$ cat src/rtl/multicycle_controller_if.sv
// Control/status bundle between the multicycle RV32I controller and its datapath.
// The master modport is the controller side; the slave modport is the datapath/memory side.
interface multicycle_controller_if #(
  parameter int RET_W = 32
);
  logic [6:0]       op;
  logic [2:0]       funct3;
  logic             funct7b5;
  logic             zero;
  logic             mem_ready;
  logic             mem_req;
  logic             AdrSrc;
  logic             MemWrite;
  logic             IRWrite;
  logic             PCWrite;
  logic             RegWrite;
  logic [1:0]       ResultSrc;
  logic [1:0]       ALUSrcA;
  logic [1:0]       ALUSrcB;
  logic [2:0]       ALUControl;
  logic [1:0]       ImmSrc;
  logic             illegal;
  logic [3:0]       state_o;
  logic [RET_W-1:0] instr_retired;

  // Handshake: a memory access is in flight in every cycle mem_req is high and completes
  // in the cycle mem_ready is sampled high; the controller holds its state until then.
  modport master (
    input  op, funct3, funct7b5, zero, mem_ready,
    output mem_req, AdrSrc, MemWrite, IRWrite, PCWrite, RegWrite, ResultSrc,
           ALUSrcA, ALUSrcB, ALUControl, ImmSrc, illegal, state_o, instr_retired
  );

  modport slave (
    output op, funct3, funct7b5, zero, mem_ready,
    input  mem_req, AdrSrc, MemWrite, IRWrite, PCWrite, RegWrite, ResultSrc,
           ALUSrcA, ALUSrcB, ALUControl, ImmSrc, illegal, state_o, instr_retired
  );
endinterface

$ cat src/rtl/multicycle_controller.sv
// Moore-style control FSM for the multicycle RV32I core: sequences the shared ALU,
// the unified memory port and the register file, with wait states, trap and retire count.
module multicycle_controller #(
  parameter int RET_W = 32
) (
  input  logic                   clk,
  input  logic                   rst,
  multicycle_controller_if.master bus
);

  typedef enum logic [3:0] {
    S_FETCH    = 4'd0,
    S_DECODE   = 4'd1,
    S_MEMADR   = 4'd2,
    S_MEMREAD  = 4'd3,
    S_MEMWB    = 4'd4,
    S_MEMWRITE = 4'd5,
    S_EXECR    = 4'd6,
    S_EXECI    = 4'd7,
    S_ALUWB    = 4'd8,
    S_JAL      = 4'd9,
    S_BEQ      = 4'd10,
    S_TRAP     = 4'd11
  } state_t;

  state_t           state_q, state_d;
  logic             illegal_q, illegal_d;
  logic [RET_W-1:0] ret_q, ret_d;

  logic       mem_req, adr_src, mem_write, ir_write, reg_write;
  logic       branch, pc_update, retire;
  logic [1:0] result_src, alu_src_a, alu_src_b, alu_op;
  logic [2:0] alu_ctl;
  logic [1:0] imm_src;

  always_ff @(posedge clk or negedge rst) begin
    if (!rst) begin
      state_q   <= S_FETCH;
      illegal_q <= 1'b0;
      ret_q     <= '0;
    end else begin
      state_q   <= state_d;
      illegal_q <= illegal_d;
      ret_q     <= ret_d;
    end
  end

  always_comb begin
    state_d    = state_q;
    mem_req    = 1'b0;
    adr_src    = 1'b0;
    mem_write  = 1'b0;
    ir_write   = 1'b0;
    reg_write  = 1'b0;
    result_src = 2'b00;
    alu_src_a  = 2'b00;
    alu_src_b  = 2'b00;
    alu_op     = 2'b00;
    branch     = 1'b0;
    pc_update  = 1'b0;
    retire     = 1'b0;
    case (state_q)
      S_FETCH: begin
        mem_req    = 1'b1;
        alu_src_b  = 2'b10;
        result_src = 2'b10;
        ir_write   = bus.mem_ready;
        pc_update  = bus.mem_ready;
        if (bus.mem_ready) state_d = S_DECODE;
      end
      S_DECODE: begin
        // OldPC + imm is computed here so BEQ can load the target from ALUOut.
        alu_src_a = 2'b01;
        alu_src_b = 2'b01;
        case (bus.op)
          7'b0000011, 7'b0100011: state_d = S_MEMADR;
          7'b0110011:             state_d = S_EXECR;
          7'b0010011:             state_d = S_EXECI;
          7'b1101111:             state_d = S_JAL;
          7'b1100011:             state_d = S_BEQ;
          default:                state_d = S_TRAP;
        endcase
      end
      S_MEMADR: begin
        alu_src_a = 2'b10;
        alu_src_b = 2'b01;
        state_d   = bus.op[5] ? S_MEMWRITE : S_MEMREAD;
      end
      S_MEMREAD: begin
        mem_req = 1'b1;
        adr_src = 1'b1;
        if (bus.mem_ready) state_d = S_MEMWB;
      end
      S_MEMWB: begin
        result_src = 2'b01;
        reg_write  = 1'b1;
        retire     = 1'b1;
        state_d    = S_FETCH;
      end
      S_MEMWRITE: begin
        mem_req   = 1'b1;
        adr_src   = 1'b1;
        mem_write = 1'b1;
        if (bus.mem_ready) begin
          retire  = 1'b1;
          state_d = S_FETCH;
        end
      end
      S_EXECR: begin
        alu_src_a = 2'b10;
        alu_op    = 2'b10;
        state_d   = S_ALUWB;
      end
      S_EXECI: begin
        alu_src_a = 2'b10;
        alu_src_b = 2'b01;
        alu_op    = 2'b10;
        state_d   = S_ALUWB;
      end
      S_ALUWB: begin
        reg_write = 1'b1;
        retire    = 1'b1;
        state_d   = S_FETCH;
      end
      S_JAL: begin
        // PC takes the target from ALUOut while the ALU forms OldPC+4 for the link.
        alu_src_a = 2'b01;
        alu_src_b = 2'b10;
        pc_update = 1'b1;
        state_d   = S_ALUWB;
      end
      S_BEQ: begin
        alu_src_a = 2'b10;
        alu_op    = 2'b01;
        branch    = 1'b1;
        retire    = 1'b1;
        state_d   = S_FETCH;
      end
      S_TRAP:  state_d = S_TRAP;
      default: state_d = S_TRAP;
    endcase
  end

  always_comb begin
    illegal_d = illegal_q | (state_d == S_TRAP);
    ret_d     = ret_q + RET_W'(retire);
  end

  always_comb begin
    alu_ctl = 3'b000;
    case (alu_op)
      2'b01: alu_ctl = 3'b001;
      2'b10: begin
        case (bus.funct3)
          3'b000:  alu_ctl = (bus.op[5] & bus.funct7b5) ? 3'b001 : 3'b000;
          3'b010:  alu_ctl = 3'b101;
          3'b110:  alu_ctl = 3'b011;
          3'b111:  alu_ctl = 3'b010;
          default: alu_ctl = 3'b000;
        endcase
      end
      default: alu_ctl = 3'b000;
    endcase
  end

  always_comb begin
    case (bus.op)
      7'b0100011: imm_src = 2'b01;
      7'b1100011: imm_src = 2'b10;
      7'b1101111: imm_src = 2'b11;
      default:    imm_src = 2'b00;
    endcase
  end

  // Write strobes are gated by reset so nothing can write while reset is asserted.
  assign bus.mem_req       = mem_req;
  assign bus.AdrSrc        = adr_src;
  assign bus.MemWrite      = mem_write & rst;
  assign bus.IRWrite       = ir_write & rst;
  assign bus.PCWrite       = ((branch & bus.zero) | pc_update) & rst;
  assign bus.RegWrite      = reg_write & rst;
  assign bus.ResultSrc     = result_src;
  assign bus.ALUSrcA       = alu_src_a;
  assign bus.ALUSrcB       = alu_src_b;
  assign bus.ALUControl    = alu_ctl;
  assign bus.ImmSrc        = imm_src;
  assign bus.illegal       = illegal_q;
  assign bus.state_o       = state_q;
  assign bus.instr_retired = ret_q;

endmodule

$ cat src/flat_wrapper.sv
// flat-port wrapper written by rule: the top's interface ports become plain ports
module multicycle_controller_flat 
#(
  parameter int RET_W = 32
)
  (clk, rst, bus_op, bus_funct3, bus_funct7b5, bus_zero, bus_mem_ready, bus_mem_req, bus_AdrSrc, bus_MemWrite, bus_IRWrite, bus_PCWrite, bus_RegWrite, bus_ResultSrc, bus_ALUSrcA, bus_ALUSrcB, bus_ALUControl, bus_ImmSrc, bus_illegal, bus_state_o, bus_instr_retired);
  multicycle_controller_if #(.RET_W(RET_W)) bus_i ();
  input  logic clk;
  input  logic rst;
  input wire logic [$bits(bus_i.op)-1:0] bus_op;
  input wire logic [$bits(bus_i.funct3)-1:0] bus_funct3;
  input wire logic [$bits(bus_i.funct7b5)-1:0] bus_funct7b5;
  input wire logic [$bits(bus_i.zero)-1:0] bus_zero;
  input wire logic [$bits(bus_i.mem_ready)-1:0] bus_mem_ready;
  output wire logic [$bits(bus_i.mem_req)-1:0] bus_mem_req;
  output wire logic [$bits(bus_i.AdrSrc)-1:0] bus_AdrSrc;
  output wire logic [$bits(bus_i.MemWrite)-1:0] bus_MemWrite;
  output wire logic [$bits(bus_i.IRWrite)-1:0] bus_IRWrite;
  output wire logic [$bits(bus_i.PCWrite)-1:0] bus_PCWrite;
  output wire logic [$bits(bus_i.RegWrite)-1:0] bus_RegWrite;
  output wire logic [$bits(bus_i.ResultSrc)-1:0] bus_ResultSrc;
  output wire logic [$bits(bus_i.ALUSrcA)-1:0] bus_ALUSrcA;
  output wire logic [$bits(bus_i.ALUSrcB)-1:0] bus_ALUSrcB;
  output wire logic [$bits(bus_i.ALUControl)-1:0] bus_ALUControl;
  output wire logic [$bits(bus_i.ImmSrc)-1:0] bus_ImmSrc;
  output wire logic [$bits(bus_i.illegal)-1:0] bus_illegal;
  output wire logic [$bits(bus_i.state_o)-1:0] bus_state_o;
  output wire logic [$bits(bus_i.instr_retired)-1:0] bus_instr_retired;
  assign bus_i.op = bus_op;
  assign bus_i.funct3 = bus_funct3;
  assign bus_i.funct7b5 = bus_funct7b5;
  assign bus_i.zero = bus_zero;
  assign bus_i.mem_ready = bus_mem_ready;
  assign bus_mem_req = bus_i.mem_req;
  assign bus_AdrSrc = bus_i.AdrSrc;
  assign bus_MemWrite = bus_i.MemWrite;
  assign bus_IRWrite = bus_i.IRWrite;
  assign bus_PCWrite = bus_i.PCWrite;
  assign bus_RegWrite = bus_i.RegWrite;
  assign bus_ResultSrc = bus_i.ResultSrc;
  assign bus_ALUSrcA = bus_i.ALUSrcA;
  assign bus_ALUSrcB = bus_i.ALUSrcB;
  assign bus_ALUControl = bus_i.ALUControl;
  assign bus_ImmSrc = bus_i.ImmSrc;
  assign bus_illegal = bus_i.illegal;
  assign bus_state_o = bus_i.state_o;
  assign bus_instr_retired = bus_i.instr_retired;
  multicycle_controller #(.RET_W(RET_W)) u_core (.clk(clk), .rst(rst), .bus(bus_i));
endmodule
$ cat config.mk
export PLATFORM = sky130hd
export DESIGN_NAME = multicycle_controller_flat
export DESIGN_NICKNAME = d
export VERILOG_FILES = /design/src/rtl/multicycle_controller_if.sv /design/src/rtl/multicycle_controller.sv /design/src/flat_wrapper.sv
export SDC_FILE = /design/constraint.sdc
export NUM_CORES = 1
export LEC_CHECK = 0
export BUFFER_PORTS_ARGS = -buffer_cell sky130_fd_sc_hd__buf_2
export CORE_MARGIN = 2
export CORE_UTILIZATION = 54
export CTS_CLUSTER_SIZE = 10
export DETAILED_ROUTE_END_ITERATION = 7
export PLACE_DENSITY = 0.85
export REMOVE_ABC_BUFFERS = 1
export SLEW_MARGIN = 20
export SYNTH_ARGS = -nofsm -noshare
export SYNTH_HDL_FRONTEND = slang
export SYNTH_SLANG_ARGS = --single-unit
$ cat constraint.sdc
create_clock -name clk -period 6.5 [get_ports clk]
set_input_delay 0.65 -clock clk [delete_from_list [all_inputs] [get_ports clk]]
set_output_delay 0.65 -clock clk [all_outputs]
set_load 0.005 [all_outputs]
* Word-level counts from Yosys, hierarchy flattened *
Cells that the tools add are included.

cells by class
  equal/unequal tests = 22
  bitwise gates (word level) = 8
  $add $sub $neg = 1
  reductions and logical operators = 13
  muxes and demuxes = 23

operator list
  cell                                                              number
  32-bit by 1-bit adder with 32-bit output                          1
  4-bit case mux with 7 select lines                                1
  4-bit case mux with 5 select lines                                1
  4-bit by 3-bit == test with 1-bit output (second input constant)  4
  4-bit == test (second input constant)                             4
  2-bit case mux with 2 select lines                                4
  7-bit by 6-bit == test with 1-bit output (second input constant)  2
  7-bit == test (second input constant)                             2
  4-bit two-way mux                                                 3
  3-bit case mux with 4 select lines                                1
  2-bit OR reduction                                                6
  3-bit OR reduction                                                4
  4-bit by 2-bit == test with 1-bit output (second input constant)  2
  1-bit two-way mux                                                 8
  7-bit by 2-bit == test with 1-bit output (second input constant)  1
  7-bit by 5-bit == test with 1-bit output (second input constant)  1
  1-bit bitwise AND                                                 6
  3-bit == test (second input constant)                             2
  2-bit case mux with 3 select lines                                1
  3-bit case mux with 2 select lines                                1
  4-bit by 1-bit == test with 1-bit output (second input constant)  1
  4-bit zero test                                                   1
  1-bit case mux with 2 select lines                                2
  4-bit OR reduction                                                1
  6 further kinds                                                   7

storage, ports and cells
  bits of input ports = 15
  bits in registers = 37
  logic and storage cells = 70
  output and inout bits = 54

* Logic depth before layout (Yosys ltp) *
  word-level depth = 6
  depth in mapped cells = 11
  mapped depth without buffers = 10

* Worst setup path before layout *
OpenSTA, ideal clock, no wires.

  path type = register to register
  start point = register u_core.state_q[1] (netlist: u_core.bus.state_o[1])
  end point = register u_core.ret_q[18] (netlist: u_core.bus.instr_retired[18])
  required time = 6.377 ns
  buffers on the path = 2
  clock period less this slack = 2.686 ns
  stages on the path, launching flop included = 12
  path slack = 3.814 ns
  setup time = 0.123 ns
  arrival time = 2.562 ns
  path through = dfrtp_1 > clkbuf_1 > clkbuf_1 > nor3_1 > a211o_1 > ha_1 > ha_1 > inv_1 > or4_1 > nor2_1 > nand4_1 > xnor2_1

on the way
  longest elaborated chain between the ends = 4
  elaborated cells on any way between the ends = 7
  those cells by class = add/sub (1); eq/ne (4); mux (1); reduce/logical (1)

ends and longest elaborated chain
  what                                                                              RTL line                      text
  start: declaration                                                                multicycle_controller.sv:26   state_t state_q, state_d;
  start signal: assignment                                                          multicycle_controller.sv:42   state_q <= state_d;
  4-bit by 3-bit == test with 1-bit output / 4-bit == test (equally long branches)  multicycle_controller.sv:62   case (state_q)
  3-bit OR reduction (no line)                                                      --
  1-bit case mux with 2 select lines *                                              multicycle_controller.sv:62
  32-bit by 1-bit adder with 32-bit output *                                        multicycle_controller.sv:146  ret_d = ret_q + RET_W'(retire);
  via u_core.ret_d[18]                                                              multicycle_controller.sv:28   logic [RET_W-1:0] ret_q, ret_d;
  end signal: assignment                                                            multicycle_controller.sv:44   ret_q <= ret_d;
  end: declaration                                                                  multicycle_controller.sv:28

Mark *: on every way through the listed nets, which the timed path passes. The rest lies on a longest branch.

* Worst setup path in the final report *
  start point = register u_core.state_q[2] (netlist: u_core.bus.state_o[2])
  end point = register u_core.ret_q[22] (netlist: u_core.bus.instr_retired[22])

The elaborated chain is that of the path after synthesis.

==> key figures <==
Layout
  • ANT cells: 0
  • Layout Nets: 303
  • Area Overhead vs Synth: 24.1%
  • Share of cells above drive strength 1: 29.8%
  • Final core utilization: 69.4%
  • Post-route cell area: 2540 sq um

Logic synthesis
  • Syn_area_per_cell: 9.44 sq um
  • Syn. warnings: 0
  • Post-Syn Area: 2050 sq um
  • Yosys reg bits: 37
  • Fraction of registers with async set/reset: 100%
  • Number of flops mapped to enable cells by yosys: 0
  • Gate Count Post-Synth: 217
  • Synth Flop Type: dfrtp_1
  • Distinct cells, synth: 40
  • Sequential area share after synthesis: 45.2%

Worst setup path
  • R2R Setup Slk: 3.49 ns
  • Crit. End Element: flip-flop
  • WS Path Type: flip-flop to flip-flop
  • Worst Reg-to-Reg Cells: 10
  • Data required, critical path: 6.71 ns
  • Crit path arrival time: 3.22 ns
  • Worst-path fanout max: 21
  • Reg2reg start: u_core.bus.state_o[2]$_DFF_PN0_
  • Worst setup SP type: flip-flop
  • Reg2reg end: u_core.bus.instr_retired[22]$_DFF_PN0_

STA
  • Max-slew violations: 0
  • Rel. slew slack: 48.4%
  • RSZ-0062 raised after global routing: false
  • Worst Max-Slew Pin Slew: 0.766 ns
  • Setup TNS: 0 ns
  • Fin crit period: 3.01 ns
  • Fin. Hold Viols: 0
  • Clock Skews: 0.00590 ns
  • Fmax: 0.333 GHz
  • Worst setup margin: 3.49 ns
  • Final worst path period share: 46.2%
  • Final setup violation count: 0

GRT
  • Largest net degree at the start of global routing: 42
  • Vias in the first global route: 1573
  • Met2 usage: 34.3%
  • Total gr overflow: 0
  • Met3 GRT Util: 4.45%
  • Global Route Usage Sum: 20.8%
  • Antenna violations before repair: 0
  • First-pass GRT wire length: 6960 um
  • M1 GR Usage: 27.0%
  • GRT busiest layer: met2

Power and ir drop
  • Leakage: 1.36 nW
  • Cell Pwr Density: 177 nW/um^2
  • Peak VDD IR: 0.000143 V

Detailed routing
  • Avg WL per Cell: 12.8 um
  • TritonRoute pass-1 iters: 5
  • # DRC: 0
  • Total number of vias: 1789
  • Post-route ant nets: 0
  • Via-to-Cell Ratio: 5.37
  • Post-Route WL: 4250 um
  • Initial drt markers: 80

Clock network
  • Latest clock arrival within the worst-skew pair: 0.29 ns
  • Post_cts resized: 0
  • Clock transition at the registers of the reported paths: 0.07 ns
  • Hold buffer count at cts: 0
  • Clk buf depth: 2
  • Total CTS buffers: 5
  • CTS sink cnt: 37
  • H-tree depth: 2
  • TritonCTS clock tree: yes
  • Post-CTS setup buffer count: 0
  • CTS root buffer: clkbuf_8

Floorplan
  • Die Y: 65.6 um
  • IO Pins: 69
  • Die area: 4300 sq um
  • Core ar.: 3660 sq um
  • Initial Util: 55.9%
  • # rows: 22
  • Die X: 65.6 um

Placement
  • Detailed Place HPWL: 3110 um
  • Area after DPL: 2420 sq um
  • Worst slack, placed: 3.60 ns
  • Gpl congestion: 0.810
  • Port buffer count: 68

Job
  • Max cap viols: 0

Min path
  • HP Class: primary input to asynchronous set/reset pin

Run status
  • Status: complete, no violations
## how the worst max path moves through the flow
stage                               startpoint                                      to  slack [ns]  cells past startpoint
2_1_floorplan  u_core.bus.state_o[3]$_DFF_PN0_  u_core.bus.instr_retired[18]$_DFF_PN0_        3.88                     10
3_3_place_gp   u_core.bus.state_o[2]$_DFF_PN0_  u_core.bus.instr_retired[30]$_DFF_PN0_        3.79                     10
3_5_place_dp   u_core.bus.state_o[2]$_DFF_PN0_  u_core.bus.instr_retired[18]$_DFF_PN0_        3.60                     10
4_1_cts        u_core.bus.state_o[2]$_DFF_PN0_  u_core.bus.instr_retired[30]$_DFF_PN0_        3.52                     10
5_1_grt        u_core.bus.state_o[2]$_DFF_PN0_  u_core.bus.instr_retired[30]$_DFF_PN0_        3.09                     10
6_report       u_core.bus.state_o[2]$_DFF_PN0_  u_core.bus.instr_retired[22]$_DFF_PN0_        3.49                     10
## sequential cells by signal (all words and copies together), names as in the netlist
register	count
u_core.bus.instr_retired	32
u_core.bus.state_o	4
u_core.bus.illegal	1
## placed cells by master, fill, tap and decap left out, drive strengths merged, types with 7 or more instances in the layout
| cell type | count |
|---|---|
| inv | 7 |
| nor2 | 22 |
| xor2 | 14 |
| xnor2 | 19 |
| nor3 | 10 |
| buf | 69 |
| nand3 | 11 |
| nand2 | 24 |
| dfrtp | 37 |
| and3 | 7 |
## critical path, cell delays in order, from the launching register on
cell and delay [ns]:
dfrtp_1 0.72, nand2b_1 0.20, nor3_1 0.25, a211o_1 0.15, ha_1 0.18, ha_1 0.22
inv_1 0.08, nor4_1 0.66, nand2_1 0.16, nor2_1 0.14, xor2_1 0.17
## power breakdown
part | switching (mW) | internal (mW) | leakage, nW
Combinational | 0.00955 | 0.00582 | 0.815
Sequential | 0 | 0.230 | 0.491
Clock | 0.0791 | 0.125 | 0.0574
## final cells by class
| class | count | area [sq um] |
|---|---|---|
| inverters | 7 | 26.3 |
| clock buffers | 6 | 82.6 |
| well taps | 48 | 60.1 |
| flip-flops and latches | 37 | 926 |
| fillers | 302 | 1120 |
| clock inverters | 2 | 37.5 |
| multi-input cells | 164 | 1060 |
| repair buffers | 69 | 348 |
## per-stage QoR
| step | power, mW | cells | hold WS [ns] |
|---|---|---|---|
| floorplan | 0.238 | 208 | 0.354 |
| global placement | 0.250 | 325 | 0.451 |
| detailed placement | 0.250 | 325 | 0.450 |
| CTS | 0.454 | 333 | 0.421 |
| global route | 0.465 | 333 | 0.456 |
| finish | 0.449 | 333 | 0.400 |
## layer usage
metal	share of wire, %	routed length, um
met2	49	2070
met3	5.5	235
met1	44	1880
met5	0	0
met4	1.4	59
## synth_stat cells, types with 3 or more instances
cell type  instances  share of area, %
ha_1               4               2.4
xor2_1            14               6.0
o21ai_0            3              0.73
nand2_1           24               4.4
clkbuf_1           8               1.5
a21oi_1            3              0.73
nand2b_1           5               1.5
nand4_1            4               1.2
inv_1              7               1.3
nand3_1           11               2.7
nor3_1             9               2.2
and3_1             7               2.1
dfrtp_1           37                45
nor3b_1            5               1.8
nor2_1            21               3.8
xnor2_1           19               8.1
a31oi_1            3              0.92
nor4_1             5               1.5
## cells by family after synthesis
family,count (synthesis),share of synthesized area (%)
AND/OR/NAND/NOR,106,28.1
adder cells (fa/ha/maj),5,2.93
flip-flops,37,45.2
buffers and inverters,16,2.99
AO/OA/AOI/OAI,20,6.66
XOR/XNOR,33,14.1
Power figures use the tool's default switching activity.
